===== config.mk =====
export PLATFORM = sky130hd
export DESIGN_NAME = pic_claim_flat
export DESIGN_NICKNAME = d
export VERILOG_FILES = /design/src/rtl/pic_claim_if.sv /design/src/rtl/pic_claim.sv /design/src/flat_wrapper.sv
export SDC_FILE = /design/constraint.sdc
export NUM_CORES = 1
export LEC_CHECK = 0
export CAP_MARGIN = 20
export CORE_MARGIN = 2
export CORE_UTILIZATION = 47
export DETAILED_ROUTE_END_ITERATION = 12
export HOLD_SLACK_MARGIN = 0.15
export PLACE_DENSITY = 0.91
export SLEW_MARGIN = 20
export SYNTH_ARGS = -nofsm -noshare
export SYNTH_HDL_FRONTEND = slang
export SYNTH_SLANG_ARGS = --single-unit

===== constraint.sdc =====
create_clock -name pclk -period 5 [get_ports pclk]
set_input_delay 1 -clock pclk [delete_from_list [all_inputs] [get_ports pclk]]
set_output_delay 1 -clock pclk [all_outputs]
set_load 0.05 [all_outputs]

===== src/rtl/pic_claim_if.sv =====
// ============================================================================
// Module : pic_claim_if
// Brief  : PIC status/clear and core request/ack bundle for pic_claim.
// Rev    : 1.0 - initial release
// ============================================================================
`default_nettype none

interface pic_claim_if #(
  parameter int PIC_INT_NUM = 16,
  parameter int VEC_W       = 4
);
  logic [PIC_INT_NUM-1:0] int_sta;
  logic [PIC_INT_NUM-1:0] int_msk;
  logic                   irq_req;
  logic [VEC_W-1:0]       irq_vec;
  logic                   irq_ack;
  logic                   int_clr_en;
  logic [PIC_INT_NUM-1:0] clr_ints;
  logic                   spur_ack;
  logic [15:0]            ack_cnt;

  modport master (
    output int_sta, int_msk, irq_ack,
    input  irq_req, irq_vec, int_clr_en, clr_ints, spur_ack, ack_cnt
  );

  modport slave (
    input  int_sta, int_msk, irq_ack,
    output irq_req, irq_vec, int_clr_en, clr_ints, spur_ack, ack_cnt
  );
endinterface

`default_nettype wire


===== src/rtl/pic_claim.sv =====
// ============================================================================
// Module : pic_claim
// Brief  : Claims the highest-priority unmasked PIC source, raises a request
//          to the core and issues a one-cycle clear back on acknowledge.
// Rev    : 1.0 - initial release
// ============================================================================
`default_nettype none

module pic_claim #(
  parameter int PIC_INT_NUM = 16,
  parameter int VEC_W       = 4
) (
  input  wire logic     pclk,
  input  wire logic     presetn,
  pic_claim_if.slave    bus
);

  typedef enum logic [1:0] {
    S_IDLE   = 2'd0,
    S_PEND   = 2'd1,
    S_CLEAR  = 2'd2,
    S_SETTLE = 2'd3
  } state_t;

  state_t                 r_state, w_state_nxt;
  logic                   r_req, w_req_nxt;
  logic [VEC_W-1:0]       r_vec, w_vec_nxt;
  logic                   r_clr_en, w_clr_en_nxt;
  logic [PIC_INT_NUM-1:0] r_clr_ints, w_clr_ints_nxt;
  logic                   r_spur, w_spur_nxt;
  logic [15:0]            r_ack_cnt, w_cnt_nxt;

  logic [PIC_INT_NUM-1:0] w_pend;
  logic [PIC_INT_NUM-1:0] w_onehot;
  logic [VEC_W-1:0]       w_first;
  logic                   w_any;

  assign w_pend   = bus.int_sta & ~bus.int_msk;
  assign w_any    = |w_pend;
  assign w_onehot = {{(PIC_INT_NUM-1){1'b0}}, 1'b1} << r_vec;

  // Scan downward so the lowest set index is the last one written.
  always_comb begin
    w_first = '0;
    for (int i = PIC_INT_NUM - 1; i >= 0; i--) begin
      if (w_pend[i]) w_first = VEC_W'(i);
    end
  end

  always_comb begin
    w_state_nxt    = r_state;
    w_req_nxt      = r_req;
    w_vec_nxt      = r_vec;
    w_clr_en_nxt   = 1'b0;
    w_clr_ints_nxt = '0;
    w_spur_nxt     = 1'b0;
    w_cnt_nxt      = r_ack_cnt;
    unique case (r_state)
      S_IDLE: begin
        w_spur_nxt = bus.irq_ack;
        if (w_any) begin
          w_vec_nxt   = w_first;
          w_req_nxt   = 1'b1;
          w_state_nxt = S_PEND;
        end
      end
      S_PEND: begin
        // Ack takes precedence over a source withdrawn in the same cycle.
        if (bus.irq_ack) begin
          w_req_nxt      = 1'b0;
          w_clr_en_nxt   = 1'b1;
          w_clr_ints_nxt = w_onehot;
          w_cnt_nxt      = r_ack_cnt + 16'd1;
          w_state_nxt    = S_CLEAR;
        end else if (!w_pend[r_vec]) begin
          w_req_nxt   = 1'b0;
          w_state_nxt = S_IDLE;
        end
      end
      S_CLEAR: begin
        w_spur_nxt  = bus.irq_ack;
        w_state_nxt = S_SETTLE;
      end
      S_SETTLE: begin
        w_spur_nxt  = bus.irq_ack;
        w_state_nxt = S_IDLE;
      end
      default: w_state_nxt = S_IDLE;
    endcase
  end

  always_ff @(posedge pclk or negedge presetn) begin
    if (!presetn) begin
      r_state    <= S_IDLE;
      r_req      <= 1'b0;
      r_vec      <= '0;
      r_clr_en   <= 1'b0;
      r_clr_ints <= '0;
      r_spur     <= 1'b0;
      r_ack_cnt  <= 16'd0;
    end else begin
      r_state    <= w_state_nxt;
      r_req      <= w_req_nxt;
      r_vec      <= w_vec_nxt;
      r_clr_en   <= w_clr_en_nxt;
      r_clr_ints <= w_clr_ints_nxt;
      r_spur     <= w_spur_nxt;
      r_ack_cnt  <= w_cnt_nxt;
    end
  end

  assign bus.irq_req    = r_req;
  assign bus.irq_vec    = r_vec;
  assign bus.int_clr_en = r_clr_en;
  assign bus.clr_ints   = r_clr_ints;
  assign bus.spur_ack   = r_spur;
  assign bus.ack_cnt    = r_ack_cnt;

endmodule

`default_nettype wire


===== src/flat_wrapper.sv =====
// flat-port wrapper written by rule: the top's interface ports become plain ports
module pic_claim_flat 
#(
  parameter int PIC_INT_NUM = 16,
  parameter int VEC_W       = 4
)
  (pclk, presetn, bus_int_sta, bus_int_msk, bus_irq_ack, bus_irq_req, bus_irq_vec, bus_int_clr_en, bus_clr_ints, bus_spur_ack, bus_ack_cnt);
  pic_claim_if #(.PIC_INT_NUM(PIC_INT_NUM), .VEC_W(VEC_W)) bus_i ();
  input  wire logic pclk;
  input  wire logic presetn;
  input wire logic [$bits(bus_i.int_sta)-1:0] bus_int_sta;
  input wire logic [$bits(bus_i.int_msk)-1:0] bus_int_msk;
  input wire logic [$bits(bus_i.irq_ack)-1:0] bus_irq_ack;
  output wire logic [$bits(bus_i.irq_req)-1:0] bus_irq_req;
  output wire logic [$bits(bus_i.irq_vec)-1:0] bus_irq_vec;
  output wire logic [$bits(bus_i.int_clr_en)-1:0] bus_int_clr_en;
  output wire logic [$bits(bus_i.clr_ints)-1:0] bus_clr_ints;
  output wire logic [$bits(bus_i.spur_ack)-1:0] bus_spur_ack;
  output wire logic [$bits(bus_i.ack_cnt)-1:0] bus_ack_cnt;
  assign bus_i.int_sta = bus_int_sta;
  assign bus_i.int_msk = bus_int_msk;
  assign bus_i.irq_ack = bus_irq_ack;
  assign bus_irq_req = bus_i.irq_req;
  assign bus_irq_vec = bus_i.irq_vec;
  assign bus_int_clr_en = bus_i.int_clr_en;
  assign bus_clr_ints = bus_i.clr_ints;
  assign bus_spur_ack = bus_i.spur_ack;
  assign bus_ack_cnt = bus_i.ack_cnt;
  pic_claim #(.PIC_INT_NUM(PIC_INT_NUM), .VEC_W(VEC_W)) u_core (.pclk(pclk), .presetn(presetn), .bus(bus_i));
endmodule

==> flow_summary.html <==
<table>
<tr><th>Metric</th><th>Value</th></tr>
<tr><th colspan="2">GRT</th></tr>
<tr><td>Pin count of the biggest net entering global routing</td><td>42</td></tr>
<tr><td>Number of antenna violations at the first check in global routing</td><td>0</td></tr>
<tr><td>Global-route usage over all layers</td><td>0.217</td></tr>
<tr><td>First-pass GRT wire length</td><td>roughly 7500 um</td></tr>
<tr><td>GRT Residual Overflow</td><td>0</td></tr>
<tr><td>Number of global-route vias before repair</td><td>1681</td></tr>
<tr><th colspan="2">Cells and area</th></tr>
<tr><td>Layout cell share with drive strength beyond 1</td><td>0.0717</td></tr>
<tr><td>Area of all placed cells without fillers</td><td>around 2900 um^2</td></tr>
<tr><td>Filler cell count in the final layout</td><td>284</td></tr>
<tr><td>Post-Layout Cell Count</td><td>roughly 320</td></tr>
<tr><td>Signed area change from the synthesized netlist to the final layout</td><td>45.0%</td></tr>
<tr><td>Final Util</td><td>0.711</td></tr>
<tr><td>Antenna Diode Count</td><td>0</td></tr>
<tr><td>Number of nets in the layout</td><td>300</td></tr>
<tr><th colspan="2">STA</th></tr>
<tr><td>Slew margin rel.</td><td>0.426</td></tr>
<tr><td>Final hold slack</td><td>~500 ps</td></tr>
<tr><td>Aggregate negative setup slack</td><td>0 ps</td></tr>
<tr><td>Final Hold Vio Count</td><td>0</td></tr>
<tr><td>Maximum frequency from static timing analysis</td><td>between 300 and 400 MHz</td></tr>
<tr><td>Finish-stage setup viols</td><td>0</td></tr>
<tr><td>RSZ-0062 raised after global routing</td><td>false</td></tr>
<tr><td>Max-slew violation count</td><td>0</td></tr>
<tr><td>Slew at the pin closest to its max-slew limit</td><td>862 ps</td></tr>
<tr><td>Final critical path time including I/O delays and setup</td><td>about 2800 ps</td></tr>
<tr><td>Final critical-path share of the clock period</td><td>0.569</td></tr>
<tr><td>Worst Setup Slack, final</td><td>2160 ps</td></tr>
<tr><td>Final Skew</td><td>between 4 and 5 ps</td></tr>
<tr><th colspan="2">Floorplan</th></tr>
<tr><td>Number of ports placed on the die boundary</td><td>between 70 and 80</td></tr>
<tr><td>Number of core rows</td><td>23</td></tr>
<tr><td>Starting density of the core</td><td>0.491</td></tr>
<tr><td>Overall die width</td><td>about 70 um</td></tr>
<tr><td>Die Y-Extent</td><td>~69 um</td></tr>
<tr><td>Die footprint</td><td>4740 um^2</td></tr>
<tr><td>Placeable Area</td><td>roughly 4000 um^2</td></tr>
<tr><th colspan="2">Hold path</th></tr>
<tr><td>Worst hold-check path type</td><td>flip-flop to flip-flop</td></tr>
<tr><td>WHS Path Cells</td><td>1</td></tr>
<tr><th colspan="2">Placed design</th></tr>
<tr><td>Sum of net half-perimeters after detailed placement</td><td>3370 um</td></tr>
<tr><td>Routability cong.</td><td>just over 0.8</td></tr>
<tr><td>Post-detailed-placement cell area</td><td>2750 um^2</td></tr>
<tr><td>Worst slack, placed</td><td>approximately 2000 ps</td></tr>
<tr><td>Buffers added on ports</td><td>73</td></tr>
<tr><td>Placed cells</td><td>about 310</td></tr>
<tr><th colspan="2">Drt</th></tr>
<tr><td>Detailed-routing iteration count for the pre-antenna-repair pass</td><td>4</td></tr>
<tr><td>Antenna Nets Post-Route</td><td>0</td></tr>
<tr><td>Wirelength per Cell</td><td>14.3 um</td></tr>
<tr><td>Vias per cell</td><td>between 5 and 6</td></tr>
<tr><td>Drt drc</td><td>0</td></tr>
<tr><td>DRC violation total after the first TritonRoute iteration</td><td>between 100 and 150</td></tr>
<tr><td>Vias after detailed routing</td><td>between 1500 and 2000</td></tr>
<tr><td>Overall routed net length</td><td>4500 um</td></tr>
<tr><th colspan="2">Power and ir drop</th></tr>
<tr><td>Cell Int Power</td><td>around 0.77 mW</td></tr>
<tr><td>Sequential share of power</td><td>0.371</td></tr>
<tr><td>Total power</td><td>between 1 and 1.5 mW</td></tr>
<tr><td>Leakage</td><td>~1.2 nW</td></tr>
<tr><td>Switch share</td><td>0.408</td></tr>
<tr><td>P per Cell Area</td><td>451 nW/um^2</td></tr>
<tr><td>Psw</td><td>0.527 mW</td></tr>
<tr><td>Portion of total power attributed to the clock network</td><td>0.211</td></tr>
<tr><td>Relative contribution of combinational cells to total power</td><td>0.418</td></tr>
<tr><td>Peak supply drop</td><td>0.000197 V</td></tr>
<tr><th colspan="2">Clock network</th></tr>
<tr><td>Clock latency reported for the late side of the worst-skew pair</td><td>300 ps</td></tr>
<tr><td>Number of hold buffers added after CTS</td><td>0</td></tr>
<tr><td>Clock H-tree levels</td><td>2</td></tr>
<tr><td>Clock slew at the register clock pins of the worst setup and hold paths</td><td>70 ps</td></tr>
<tr><td>CTS tree</td><td>done</td></tr>
<tr><td>CTS-repair resized insts</td><td>0</td></tr>
<tr><td>Maximum root-to-sink buffer count</td><td>2</td></tr>
<tr><td>CTS buffer count</td><td>5</td></tr>
<tr><td>Sinks on Clock Net</td><td>41</td></tr>
<tr><td>CTS root buffer</td><td>clkbuf_8</td></tr>
<tr><td>Post-CTS Setup Repair Bufs</td><td>0</td></tr>
<tr><th colspan="2">Setup path</th></tr>
<tr><td>Count of buffering cells on the critical path with inverters included</td><td>1</td></tr>
<tr><td>Kind of capture point of the worst setup path</td><td>primary output</td></tr>
<tr><td>Type of the worst setup path</td><td>flip-flop to primary output</td></tr>
<tr><td>Biggest cell delay along the critical path</td><td>roughly 910 ps</td></tr>
<tr><td>Critical Path, Cell by Cell</td><td>clkdlybuf4s50_1</td></tr>
<tr><td>Crit path DAT</td><td>~1800 ps</td></tr>
<tr><td>Critical path peak fanout</td><td>13</td></tr>
<tr><td>Top cell family by delay on the critical path</td><td>buffers and inverters</td></tr>
<tr><td>Data required time of the worst path</td><td>4000 ps</td></tr>
<tr><td>Total stage count of the critical path</td><td>1</td></tr>
<tr><td>Number of cells on the worst reg-to-reg path</td><td>4</td></tr>
<tr><td>Sort of element at the start of the critical path</td><td>flip-flop</td></tr>
<tr><td>Worst-path cell with the longest stage delay</td><td>clkdlybuf4s50_1</td></tr>
<tr><th colspan="2">Logic synthesis</th></tr>
<tr><td>Netlist area before placement</td><td>1980 um^2</td></tr>
<tr><td>Net count of the mapped netlist</td><td>between 200 and 250</td></tr>
<tr><td>Per-instance average area after synthesis</td><td>10.5 um^2</td></tr>
<tr><td>Fraction of the yosys area taken by sequential cells</td><td>0.519</td></tr>
<tr><td>Fraction of synthesis flops using an asynchronous set or reset pin</td><td>1.00</td></tr>
<tr><td>Number of synthesized flops with an enable pin</td><td>0</td></tr>
<tr><td>Number of instances in the synthesized netlist</td><td>188</td></tr>
<tr><td>Leading register cell type out of synthesis</td><td>dfrtp_1</td></tr>
<tr><td>Register bit count reported by yosys</td><td>41</td></tr>
<tr><td>Post-synthesis cell type count</td><td>37</td></tr>
<tr><td>Yosys warning total</td><td>0</td></tr>
<tr><th colspan="2">Run status</th></tr>
<tr><td>Run status</td><td>completed</td></tr>
<tr><th colspan="2">Flow run</th></tr>
<tr><td>Max-cap violations</td><td>0</td></tr>
</table>
==> cell usage in the layout, fill, tap and decap left out, types with 2 or more instances in the layout <==
cell type / count
mux4_2: 4
nand2b_1: 16
nand3b_1: 4
nor2b_1: 6
xnor2_1: 10
inv_1: 5
xor2_1: 5
nand3_1: 7
nor2b_4: 2
nand2_1: 13
and2_1: 3
clkbuf_8: 6
nor2_1: 23
a21oi_1: 6
clkdlybuf4s50_1: 72
and3_1: 2
nand4_1: 9
nor3_1: 6
or3_1: 2
o21ai_0: 4
dfrtp_1: 41
==> area by class of cell <==
type / instances / area, um^2 / share of cell area
flip-flops and latches: 41 / 1030 / 0.358
clock buffers: 7 / 86.3 / 0.0301
repair buffers: 73 / 726 / 0.253
inverters: 6 / 22.5 / 0.00786
well taps: 50 / 62.6 / 0.0218
multi-input cells: 137 / 913 / 0.319
clock inverters: 1 / 30.0 / 0.0105
==> worst paths after layout <==
path	startpoint	end	slack, ps
min in group asynchronous	presetn	u_core.bus.ack_cnt[15]	810
worst min register to register	u_core.bus.ack_cnt[3]	u_core.bus.ack_cnt[3]	500
worst max-delay path	u_core.bus.irq_vec[0]	bus_irq_vec[0]	2160
worst max register to register	u_core.bus.irq_vec[0]	u_core.bus.irq_req	3060
worst min-delay path	u_core.bus.ack_cnt[3]	u_core.bus.ack_cnt[3]	500
max in group asynchronous	presetn	u_core.bus.ack_cnt[3]	3650
==> routing by layer <==
layer	share of wire	GRT usage	vias to the layer above
met5	0	0	-
met1	0.40	0.250	802
met4	0.012	0.0662	0
li1	-	-	800
met2	0.52	0.387	71
met3	0.067	0.0633	7
==> power by group through the flow <==
stage	registers [mW]	logic, mW	clock network (mW)
final	0.479	0.540	0.273
after global routing	0.492	0.580	0.292
after CTS	0.481	0.544	0.276
after detailed placement	0.485	0.537	0
after global placement	0.483	0.527	0
after floorplan	0.627	0.209	0
==> flip-flops by register name, indices dropped and copies added, names as in the netlist, named ones only <==
register / flops
u_core.bus.clr_ints: 16
u_core.bus.irq_req: 1
u_core.bus.int_clr_en: 1
u_core.bus.ack_cnt: 16
u_core.bus.irq_vec: 4
u_core.r_state: 1
u_core.bus.spur_ack: 1
==> Yosys cell counts (5+ instances only) <==
cell type | number | share of area
nor3_1 | 6 | 0.015
nand4_1 | 9 | 0.028
inv_1 | 5 | 0.0095
dfrtp_1 | 41 | 0.52
nand3_1 | 7 | 0.018
a21oi_1 | 6 | 0.015
nor2_1 | 23 | 0.044
nand2_1 | 13 | 0.025
xor2_1 | 5 | 0.022
nand2b_1 | 16 | 0.051
nor2b_1 | 6 | 0.019
xnor2_1 | 10 | 0.044
==> cell families (layout without fill, tap and decap cells) <==
group           count (synthesis)  in the layout  share of synthesized area
fa+ha+maj                       1              1                    0.00633
compound gates                 20             20                     0.0766
simple gates                   97             97                      0.267
flops                          41             41                      0.519
xor+xnor                       15             15                     0.0665
mux                             4              4                     0.0456
buf+inv                        10             87                     0.0190
Note: power is estimated with default switching activity, not from simulation.
